===== src/rtl/ysyx_22041461_pc_gen.sv =====
// Fetch-side PC generator: issues one IF request at a time and buffers
// the returned instruction for ID. Back-end redirects squash stale fetches.
//
// Ports:
//   clk, rst            clock, asynchronous active-low reset
//   fetch_valid/pc      request pulse and address to IF
//   fetch_done/inst     IF completion and returned instruction
//   id_valid/ready      one-entry output buffer handshake to ID
//   id_pc/inst          contents of the output buffer
//   redirect_valid/pc   restart fetch at a new target (bits [1:0] dropped)
module ysyx_22041461_pc_gen #(
    parameter logic [63:0] RESET_PC = 64'h0000_0000_8000_0000
) (
    input  logic        clk,
    input  logic        rst,
    output logic        fetch_valid,
    output logic [63:0] fetch_pc,
    input  logic        fetch_done,
    input  logic [31:0] fetch_inst,
    output logic        id_valid,
    input  logic        id_ready,
    output logic [63:0] id_pc,
    output logic [31:0] id_inst,
    input  logic        redirect_valid,
    input  logic [63:0] redirect_pc
);

    localparam logic [1:0] S_BOOT = 2'd0;
    localparam logic [1:0] S_REQ  = 2'd1;
    localparam logic [1:0] S_WAIT = 2'd2;
    localparam logic [1:0] S_HOLD = 2'd3;

    logic [1:0]  r_state;
    logic [63:0] r_pc;
    logic        r_kill;
    logic        r_id_valid;
    logic [63:0] r_id_pc;
    logic [31:0] r_id_inst;

    logic [63:0] w_redir_pc;
    logic [63:0] w_pc_inc;

    assign w_redir_pc = redirect_pc & ~64'h3;
    assign w_pc_inc   = r_pc + 64'd4;

    assign fetch_valid = (r_state == S_REQ);
    assign fetch_pc    = r_pc;
    assign id_valid    = r_id_valid;
    assign id_pc       = r_id_pc;
    assign id_inst     = r_id_inst;

    always_ff @(posedge clk or negedge rst) begin
        if (!rst) begin
            r_state    <= S_BOOT;
            r_pc       <= RESET_PC;
            r_kill     <= 1'b0;
            r_id_valid <= 1'b0;
            r_id_pc    <= 64'd0;
            r_id_inst  <= 32'd0;
        end else if (redirect_valid) begin
            r_pc       <= w_redir_pc;
            r_id_valid <= 1'b0;
            unique case (r_state)
                // A request is outstanding: its response must be dropped.
                S_REQ: begin
                    r_kill  <= 1'b1;
                    r_state <= S_WAIT;
                end
                S_WAIT: begin
                    if (fetch_done) begin
                        r_kill  <= 1'b0;
                        r_state <= S_REQ;
                    end else begin
                        r_kill  <= 1'b1;
                    end
                end
                S_BOOT, S_HOLD: begin
                    r_state <= S_REQ;
                end
            endcase
        end else begin
            unique case (r_state)
                S_BOOT: begin
                    r_state <= S_REQ;
                end
                S_REQ: begin
                    r_state <= S_WAIT;
                end
                S_WAIT: begin
                    if (fetch_done) begin
                        if (r_kill) begin
                            r_kill  <= 1'b0;
                            r_state <= S_REQ;
                        end else begin
                            r_id_pc    <= r_pc;
                            r_id_inst  <= fetch_inst;
                            r_id_valid <= 1'b1;
                            r_pc       <= w_pc_inc;
                            r_state    <= S_HOLD;
                        end
                    end
                end
                S_HOLD: begin
                    if (r_id_valid && id_ready) begin
                        r_id_valid <= 1'b0;
                        r_state    <= S_REQ;
                    end
                end
            endcase
        end
    end

endmodule


===== config.mk =====
export PLATFORM = sky130hd
export DESIGN_NAME = ysyx_22041461_pc_gen
export DESIGN_NICKNAME = d
export VERILOG_FILES = /design/src/rtl/ysyx_22041461_pc_gen.sv
export SDC_FILE = /design/constraint.sdc
export NUM_CORES = 1
export LEC_CHECK = 0
export CAP_MARGIN = 5
export CELL_PAD_IN_SITES_DETAIL_PLACEMENT = 0
export CELL_PAD_IN_SITES_GLOBAL_PLACEMENT = 1
export CORE_ASPECT_RATIO = 0.8
export CORE_UTILIZATION = 31
export CTS_BUF_LIST = sky130_fd_sc_hd__clkbuf_16
export CTS_CLUSTER_DIAMETER = 40
export DETAILED_ROUTE_END_ITERATION = 7
export GPL_TIMING_DRIVEN = 0
export MAX_ROUTING_LAYER = met4
export PLACE_DENSITY_LB_ADDON = 0.08
export SLEW_MARGIN = 20
export SYNTH_ARGS = -nofsm -noshare
export SYNTH_HDL_FRONTEND = slang
export SYNTH_SLANG_ARGS = --single-unit

===== constraint.sdc =====
create_clock -name clk -period 2.75 [get_ports clk]
set_clock_uncertainty 0.15 [all_clocks]
set_input_delay 0.55 -clock clk [delete_from_list [all_inputs] [get_ports clk]]
set_output_delay 0.55 -clock clk [all_outputs]
set_load 0.02 [all_outputs]

; ---- After elaboration in Yosys (flattened, before gate mapping)
; Index checks and enable logic that the tools add are counted.
[totals]
register_bits = 164
inputBits = 101
output_inout_bits = 162
elab_cells = 50
[classes]
add_sub_neg = 1
n_eq_ne = 8
mux = 21
bitwise = 2
n_reduce_logical = 12
[ops]
columns = operator, n
row1 = $mux W64, 4
row2 = $add A64 B3 Y64 const B, 1
row3 = $mux W2, 5
row4 = $ne A3 B3 Y1 const B, 3
row5 = $mux W1, 8
row6 = $pmux W2 S4, 1
row7 = $reduce_and A4 Y1, 2
row8 = $pmux W2 S3, 1
row9 = $reduce_and A3 Y1, 2
row10 = $reduce_bool A2 Y1, 3
row11 = $eq A2 B2 Y1 const B, 2
row12 = $ne A2 B2 Y1 const B, 2
row13 = $pmux W1 S2, 2
row14 = $reduce_bool A3 Y1, 1
row15 = $eq A2 B1 Y1 const B, 1
row16 = $logic_not A2 Y1, 1
row17 = $not A1 Y1, 2
row18 = $reduce_and A2 Y1, 1
row19 = $reduce_or A2 Y1, 1
row20 = $logic_and A1 B1 Y1, 1

; ---- Logic depth before layout (Yosys ltp)
; Gate-level depths: netlist of the first run.
[depth]
ltp_word = 5
mapped_depth = 9
ltp_nobuf = 7

; ---- Least setup slack after synthesis of the first run
; Ideal clock, no wire load.
[synth_timing]
path_kind = reg2reg
from = register r_state[0]
to = register r_pc[54], in the netlist fetch_pc[54]
setup_time_ps = 82
arrival_ps = 2472
required_time_ps = 2518
slack_ps = 46
stages_incl_launch_ff = 10
path_buffers = 2
period_less_slack_ps = 2704
cell_sequence = dfrtp_1 -> inv_1 -> ha_1 -> nand4b_4 -> or4_4 -> buf_6 -> or3_1 -> clkbuf_2 -> or4_1 -> a31oi_1
[synth_via]
elab_chain_cells = 3
[synth_rtl]
columns = item, line
row1 = "start, declared", 33  ; logic [1:0] r_state;
row2 = "start signal, assigned", 54  ; r_state <= S_BOOT;
row3 = "start signal, assigned", 67  ; r_state <= S_WAIT;
row4 = "start signal, assigned", 72  ; r_state <= S_REQ;
row5 = $eq A2 B2 Y1, 82  ; unique case (r_state)
row6 = $reduce_bool A2 Y1 (no source line), n/a
row7 = $reduce_and A3 Y1 (no source line), n/a
row8 = "end signal, assigned", 61  ; r_pc <= w_redir_pc;
row9 = "end signal, assigned", 98  ; r_pc <= w_pc_inc;
row10 = "end, declared", 34  ; logic [63:0] r_pc;
; No other way between the ends.
; A chain may end at the register's enable or synchronous reset.

; ---- Worst setup path after layout of the first run
; Ends and elaborated chain as after synthesis.

==> out/metrics.cfg, run 1 <==
[sta]
setup_viol=0
tightest_slew_ns=0.686
finalCriticalPeriod_ns=2.68
slew_headroom_pct=54.2
final_hold_viol_count=0
rsz0062_at_grt=yes
setup_tns_ns=0
slew_viol_final=0
period_share_pct=97.6
fmax_ghz=0.373

[synth]
seq_area_frac_synth_pct=52.4
avgSynthCellArea_um2=11.0
post_synth_and_or_nand_nor_area_fraction_pct=17.3
muxShareOfSynthArea_pct=15.6
ys_types=47
synth_top_family_by_area=simple AND/OR/NAND/NOR gates
synth_compound_area_share_pct=6.26
synth_top_flop_cell=dfrtp_1
syn_area_um2=7650
yosysWarnings=0
synth-seq-cells=160
async_reset_ff_share_pct=100
synth_edf_count=0
syn_inst=694
synth-xor-area-share_pct=4.69
synthAdderAreaFrac_pct=0.818

[power_and_ir_drop]
p_leak_nw=4.78
max-vdd-ir-drop_mv=0.564
pwr_density_cell_nw_per_um2=818

[setup_path]
start_kind=flop
critPathRequiredTime_ns=2.95
crit_type=reg -> reg
end_kind=flop
cp.arrival_ns=2.88
crit_path_max_fanout=7

[grt]
first_global_vias=6429
grt-ovfl-total=0
grt_max_degree=62
grtUsageTotal_pct=21.1
grtUsageMet1_pct=31.0
grt_pass1_wl_um=38800
grt_util_met2_pct=29.7
antenna_found_initial=1
grt-busiest-layer=met1
grt_util_met3_pct=4.01

[routing]
route.detailed.wl_per_inst_um=19.3
ant_nets=0
drtIter0Drc=369
drc=0
viasPerCell=4.96
wl_um=25500
num_vias=6540
dr.pass1.iters=5

[hold_path]
hold_class=reg -> reg

[clock_network]
cts_made_buffers=17
root_buffer=clkbuf_16
clock_path_buffers=2
h-tree-depth=4
cts_tree=done
clkTransAtPathRegs_ns=0.07
cts.sinks=160
clkLatencyLatePin_ns=0.43

[layout]
fin_util_pct=47.3
drive_gt1_share_pct=19.0
finish.net_count=1092
syn_to_final_growth_pct=50.0

[outcome]
status=finished, final reports clean

[place]
hpwl_um=18700
port_buffers=256
gp_congestion=0.759

[floorplanning]
die_x_um=178
fp-row-count=51
die_h_um=143
die_area_um2=25300
start_util_pct=31.5
coreArea_um2=24200
ios=263

[run]
drv_cap=0

==> worst max-delay path: stages (launching register included) <==
cell      delay (ns)
dfrtp_1         0.40
inv_2           0.09
ha_4            0.17
nand4b_4        0.17
or4_4           0.52
buf_6           0.15
or3_4           0.37
or4_4           0.42
a31oi_1         0.16
==> state kept, by name (all words and copies together) (netlist names) <==
name      cells
fetch_pc     62
id_inst      32
id_pc        62
id_valid      1
r_kill        1
r_state       2
==> kinds of logic after synthesis <==
kind of cell | count (synthesis)
adder cells (fa/ha/maj) | 5
flip-flops | 160
other | 1
AO/OA/AOI/OAI | 80
AND/OR/NAND/NOR | 248
multiplexers | 107
XOR/XNOR | 41
buffers and inverters | 52
==> metrics by stage <==
step | hold WS (ns) | setup slack (ns) | power (W) | cells | area, um^2
5_1_grt | 0.372 | -0.0448 | 0.00986 | 1318 | 11500
2_1_floorplan | 0.104 | 0.0458 | 0.00518 | 697 | 7660
6_report | 0.356 | 0.0672 | 0.00938 | 1318 | 11500
3_5_place_dp | 0.332 | -1.30 | 0.00705 | 1273 | 10700
3_3_place_gp | 0.339 | -6.27 | 0.00703 | 1271 | 10600
4_1_cts | 0.361 | 0.00363 | 0.00950 | 1316 | 11400
==> layout by cell type (no fill, tap or decap), types with 7 or more instances in the layout <==
cell type          n
clkbuf_1          17
or4_1              7
nand3_1           33
clkbuf_16         17
xnor2_1           20
nand2_1           70
buf_4             17
a31oi_1           11
mux2_2            97
clkdlybuf4s50_1  254
inv_1              7
dfrtp_1          158
and4_1             9
mux2i_1           10
and3_1            13
o21ai_0           47
nand4_1           36
nor4_1            13
xor2_1            21
clkbuf_2          12
nor2_1            26
==> power by group <==
part | switching [W] | leakage, nW | internal, W
combinational | 0.00164 | 2.45 | 0.00186
sequential | 0.000484 | 2.05 | 0.00304
clock | 0.00116 | 0.272 | 0.00120
total | 0.00328 | 4.78 | 0.00610
==> cell type report <==
cell class              count  area, um^2
fillers                  2282       12800
flip-flops and latches    160        4010
multi-input cells         485        3530
repair buffers            272        2730
clock buffers              17         425
well taps                 318         398
plain buffers              41         200
clock inverters            15         141
inverters                   9        33.8
diodes                      1        2.50
==> Yosys cell counts (6+ instances only) <==
cell,n,area (um^2)
nor2b_1,6,37.5
and4_1,10,87.6
a31oi_1,11,68.8
nand3_1,35,175
or4_1,8,60.1
mux2_2,97,1090
o21ai_0,47,235
xor2_1,21,184
nor3_1,9,45.0
nand4_1,36,225
dfrtp_1,159,3980
mux2i_1,10,100
inv_1,8,30.0
nor4_1,17,106
and3_1,13,81.3
clkbuf_1,32,120
xnor2_1,20,175
nor2_1,26,97.6
nand2_1,70,263
==> timing repair <==
item                                    in CTS  in global routing
hold endpoints to repair                    47                  0
gates resized for setup                     24                 17
setup buffers                               11                  2
pin swaps                                    2                  1
endpoints found under the setup margin     140                 22
hold buffers                                 1                  0
==> routing by layer <==
metal | vias to the layer above | part of all wire [%]
li1 | 3112 | -
met1 | 3228 | 51
met2 | 190 | 43
met3 | 10 | 5.0
met4 | 0 | 0.62
met5 | - | 0
==> path summary, 6_finish.rpt <==
kind	slack (ns)	to	startpoint	cells past startpoint
worst max-delay path	0.07	fetch_pc[54]	r_state[0]	8
worst min-delay path	0.36	id_pc[34]	id_pc[34]	1
worst max register to register	0.07	fetch_pc[54]	r_state[0]	8
worst min register to register	0.36	id_pc[34]	id_pc[34]	1
max in group asynchronous	0.99	fetch_pc[31]	rst	4
min in group asynchronous	0.45	id_pc[52]	rst	2
Power figures use the tool's default switching activity.
==> inputs of run 2 (changes only) <==
--- a/config.mk
+++ b/config.mk
@@ -9,9 +9,11 @@
 export CELL_PAD_IN_SITES_DETAIL_PLACEMENT = 0
 export CELL_PAD_IN_SITES_GLOBAL_PLACEMENT = 1
 export CORE_ASPECT_RATIO = 0.8
+export CORE_MARGIN = 8
 export CORE_UTILIZATION = 31
 export CTS_BUF_LIST = sky130_fd_sc_hd__clkbuf_16
 export CTS_CLUSTER_DIAMETER = 40
+export CTS_CLUSTER_SIZE = 8
 export DETAILED_ROUTE_END_ITERATION = 7
 export GPL_TIMING_DRIVEN = 0
 export MAX_ROUTING_LAYER = met4
==> constraint.sdc (replaced) <==
create_clock -name clk -period 2.75 [get_ports clk]
set_clock_uncertainty 0.15 [all_clocks]
set_input_delay 0.55 -clock clk [delete_from_list [all_inputs] [get_ports clk]]
set_output_delay 0.55 -clock clk [all_outputs]
set_load 0.1 [all_outputs]
==> run 2 against run 1 <==
- sequential share of layout area is 0.49 points higher
- count of clock-buffer cells in the layout stayed put
- worst setup slack worse by 0.016 ns
- cell count stayed put
- combinational power is 120% higher
- global-route usage is 2.0 points lower
- critical path depth is 7 lower
- critical endpoint is now fetch_pc[13]
- largest cell class unchanged
==> out/metrics.cfg, run 2 (synthesized netlist as in run 1, its figures left out) <==
[outcome]
status=finished, final reports clean

[power_and_ir_drop]
switching_share_pct=54.7
comb_power_share_pct=56.4
intPower_w=0.00624
max-vdd-ir-drop_mv=0.874
seqPwrFrac_pct=25.6
clockPowerShare_pct=18.0
p_switching_w=0.00753
p_leak_nw=4.92
pwr_density_cell_nw_per_um2=1200

[setup_path]
critPathSlowestCell=clkdlybuf4s50_1
worst-path-stages=1
cp.arrival_ns=2.00
path_cells=clkdlybuf4s50_1
crit_start=fetch_pc[13]
crit_path_max_fanout=6
cp_top_family=buffers and inverters
r2r_slack_ns=0.09
critPathRequiredTime_ns=2.05
start_kind=flop
worstReg2RegStart=r_state[0]
reg2reg_depth=7
endpoint=fetch_pc[13]
critPathBufInv=1
crit_type=reg -> out
end_kind=primary output
r2r_end=fetch_pc[54]
max_stage_delay_ns=1.15

[sta]
final_hold_viol_count=0
finalCriticalPeriod_ns=2.70
fin_ws_ns=0.0507
slew_viol_final=0
rsz0062_at_grt=yes
tightest_slew_ns=1.03
setup_viol=0
slew_headroom_pct=31.1
period_share_pct=98.2
fmax_ghz=0.370

[place]
hpwl_um=20600
gp_congestion=0.775
port_buffers=256
pre_cts_slack_ns=-1.32

[floorplanning]
die_area_um2=30000
ios=263
die_h_um=157
coreArea_um2=24300
fp-row-count=51
die_x_um=192
start_util_pct=31.5

[routing]
wl_um=27700
route.detailed.wl_per_inst_um=21.0
viasPerCell=4.96
ant_nets=0
drc=0
num_vias=6535
dr.pass1.iters=4
drtIter0Drc=348

[layout]
finish.net_count=1091
mostFrequentLayoutCell=clkdlybuf4s50_1
fill_cells=2401
fin_util_pct=47.2
syn_to_final_growth_pct=50.0
mostFrequentLayoutCells=clkdlybuf4s50_1 (197), dfrtp_1 (126), mux2_2 (97), nand2_1 (70), o21ai_0 (47)
drive_gt1_share_pct=21.3

[grt]
antenna_found_initial=2
grt-ovfl-total=0
grtUsageTotal_pct=19.1
grt_pass1_wl_um=42300
grt_max_degree=67
first_global_vias=6787

[clock_network]
cts_made_buffers=17
cts_tree=done
h-tree-depth=4
clock_path_buffers=2
root_buffer=clkbuf_16
clkTransAtPathRegs_ns=0.07
cts.sinks=160
clkLatencyLatePin_ns=0.44

[run]
drv_cap=0

[hold_path]
hold_class=reg -> reg

[run 2: what timing repair did]
| action | in CTS | in global routing |
|---|---|---|
| setup buffers | 9 | 4 |
| gates resized for setup | 71 | 16 |
| pin swaps | 2 | 3 |
| gates cloned | 0 | 0 |
| hold buffers | 1 | 0 |
| endpoints found under the hold margin | 32 | 0 |
| endpoints found under the setup margin | 190 | 40 |
[run 2: cell type report]
cell class	count	area [um^2]	share of cell area (%)
diodes	2	5.00	0.0436
plain buffers	40	188	1.64
clock buffers	17	425	3.71
clock inverters	15	171	1.49
inverters	9	33.8	0.294
multi-input cells	485	3490	30.4
flip-flops and latches	160	4060	35.4
well taps	318	398	3.47
repair buffers	272	2700	23.5
[run 2: power by group through the flow]
stage	clock network (W)	registers, W	logic, W
3_3_place_gp	0	0.00356	0.00778
4_1_cts	0.00255	0.00354	0.00781
2_1_floorplan	0	0.00842	0.000947
6_report	0.00248	0.00353	0.00776
5_1_grt	0.00265	0.00365	0.00799
3_5_place_dp	0	0.00358	0.00779
[run 2: per-layer routing]
layer / global-route usage [%] / share of wire [%]
met1: 26.1 / 47
met2: 27.8 / 46
met4: 4.46 / 0.69
met3: 5.25 / 6.6
met5: - / 0
[run 2: worst register-to-register path: cells and delay by family, from the launching register on]
family	cells	cell delay, ns
buffers and inverters	1	0.09
AND/OR/NAND/NOR	4	1.62
AO/OA/AOI/OAI	1	0.17
flip-flops	1	0.39
adder cells (fa/ha/maj)	1	0.17
[run 2: how the worst min path moves through the flow]
stage | startpoint | to | slack [ns] | depth (start not counted)
6_report | id_inst[6] | id_inst[6] | 0.36 | 1
5_1_grt | id_pc[37] | id_pc[37] | 0.37 | 1
4_1_cts | id_pc[11] | id_pc[11] | 0.36 | 1
3_5_place_dp | rst | id_pc[18] | 0.28 | 1
3_3_place_gp | id_inst[23] | id_inst[23] | 0.34 | 1
2_1_floorplan | rst | fetch_pc[10] | 0.10 | 0
[run 2: through the flow]
step | std cells | cell area, um^2 | TNS [ns] | hold slack [ns] | total power (W)
floorplan | 697 | 7720 | -0.00323 | 0.104 | 0.00937
global placement | 1271 | 10700 | -1138.17 | 0.339 | 0.0113
detailed placement | 1273 | 10700 | -115.55 | 0.284 | 0.0114
CTS | 1314 | 11400 | 0 | 0.360 | 0.0139
global route | 1318 | 11500 | -0.120 | 0.371 | 0.0143
finish | 1318 | 11500 | 0 | 0.356 | 0.0138
==> inputs of run 3 (changes only) <==
--- a/config.mk
+++ b/config.mk
@@ -17,7 +17,7 @@
 export DETAILED_ROUTE_END_ITERATION = 7
 export GPL_TIMING_DRIVEN = 0
 export MAX_ROUTING_LAYER = met4
-export PLACE_DENSITY_LB_ADDON = 0.08
+export PLACE_DENSITY = 0.81
 export SLEW_MARGIN = 20
 export SYNTH_ARGS = -nofsm -noshare
 export SYNTH_HDL_FRONTEND = slang
==> run 3 against run 2 <==
- sequential power about the same
- sequential share of layout area fell by 0.19 points
- critical path depth is the same
- via count up 2.4%
- largest power group unchanged
==> out/metrics.cfg, run 3 (synthesized netlist as in run 1, its figures left out) <==
[outcome]
status=finished, final reports clean

[setup_path]
crit_path_max_fanout=6
endpoint=fetch_pc[19]
r2r_end=fetch_pc[56]
reg2reg_depth=7
start_kind=flop
cp_top_family=buffers and inverters
crit_start=fetch_pc[19]
critPathRequiredTime_ns=2.05
max_stage_delay_ns=1.14
cp.arrival_ns=2.01
worstReg2RegStart=fetch_pc[26]
end_kind=primary output
path_cells=clkdlybuf4s50_1
worst-path-stages=1
critPathBufInv=1
critPathSlowestCell=clkdlybuf4s50_1
r2r_slack_ns=0.09
crit_type=reg -> out

[power_and_ir_drop]
pwr_density_cell_nw_per_um2=1190
p_total_w=0.0137
max-vdd-ir-drop_mv=1.04
p_leak_nw=4.91

[routing]
num_vias=6692
wl_um=27300
dr.pass1.iters=5
drc=0
ant_nets=0
viasPerCell=5.05
drtIter0Drc=356
route.detailed.wl_per_inst_um=20.6

[floorplanning]
fp-row-count=51
ios=263
coreArea_um2=24300
die_h_um=157
start_util_pct=31.5
die_x_um=192
die_area_um2=30000

[grt]
grtUsageTotal_pct=18.5
grt-ovfl-total=0
first_global_vias=6812
antenna_found_initial=4
grt_pass1_wl_um=41100
grt_max_degree=60

[layout]
mostFrequentLayoutCells=clkdlybuf4s50_1 (202), dfrtp_1 (126), mux2_2 (97), nand2_1 (70), o21ai_0 (47)
multi_input_area_um2=3520
fill_cells=2275
seq_area_um2=4060
fin_cells=1325
fin_area_um2=11500
syn_to_final_growth_pct=50.8
drive_gt1_share_pct=22.0
mostFrequentLayoutCell=clkdlybuf4s50_1
finish.net_count=1095

[place]
hpwl_um=20400
port_buffers=256
dpl_cell_area_um2=10700
placed_cells=1273
gp_congestion=0.811

[run]
drv_cap=0

[clock_network]
clock_path_buffers=2
h-tree-depth=4
clkTransAtPathRegs_ns=0.07
cts_tree=done
cts.sinks=160
clkLatencyLatePin_ns=0.43
root_buffer=clkbuf_16
cts_made_buffers=17

[hold_path]
hp-start=id_inst[20]
hold_class=reg -> reg
hold_depth=1

[sta]
setup_viol=0
rsz0062_at_grt=yes
setup_tns_ns=0
final_hold_viol_count=0
period_share_pct=98.6
slew_headroom_pct=30.7
finalCriticalPeriod_ns=2.71
slew_viol_final=0
fmax_ghz=0.369
tightest_slew_ns=1.04

[run 3: area by class of cell]
type,count,share of cell area (%)
Sequential cell,160,35.2
Inverter,9,0.293
Timing Repair Buffer,275,23.7
Clock buffer,17,3.69
Multi-Input combinational cell,485,30.5
Antenna cell,5,0.108
Tap cell,318,3.45
Clock inverter,15,1.37
Buffer,41,1.67
[run 3: through the flow]
step	utilization (%)	hold WS, ns	setup WS [ns]
5_1_grt	47.4	0.371	-0.00889
6_report	47.4	0.354	0.0372
3_5_place_dp	44.2	0.326	-1.32
4_1_cts	46.9	0.360	0.000866
2_1_floorplan	-	0.104	-0.00323
3_3_place_gp	43.9	0.338	-7.27
[run 3: where the power goes]
part | switching [W] | internal [W]
sequential | 0.000498 | 0.00305
combinational | 0.00595 | 0.00182
clock | 0.00107 | 0.00135
total | 0.00752 | 0.00622
[run 3: worst min path at each step]
| stage | slack (ns) | endpoint |
|---|---|---|
| 2_1_floorplan | 0.10 | fetch_pc[10] |
| 3_3_place_gp | 0.34 | id_pc[46] |
| 5_1_grt | 0.37 | id_pc[8] |
| 3_5_place_dp | 0.33 | id_pc[20] |
| 6_report | 0.35 | id_inst[20] |
| 4_1_cts | 0.36 | id_pc[29] |
[run 3: timing repair]
action,CTS,global route
hold buffers,1,0
setup endpoints to repair,160,34
buffers inserted,8,8
gates resized for setup,64,25
endpoints found under the hold margin,43,0
pin swaps,2,5
[run 3: per-layer routing]
| layer | global-route usage [%] | routed length, um | up-vias |
|---|---|---|---|
| met2 | 27.3 | 12200 | 219 |
| met4 | 4.46 | 247 | 0 |
| met1 | 24.4 | 12600 | 3349 |
| li1 | - | - | 3107 |
| met3 | 5.74 | 2230 | 17 |
| met5 | - | 0 | - |
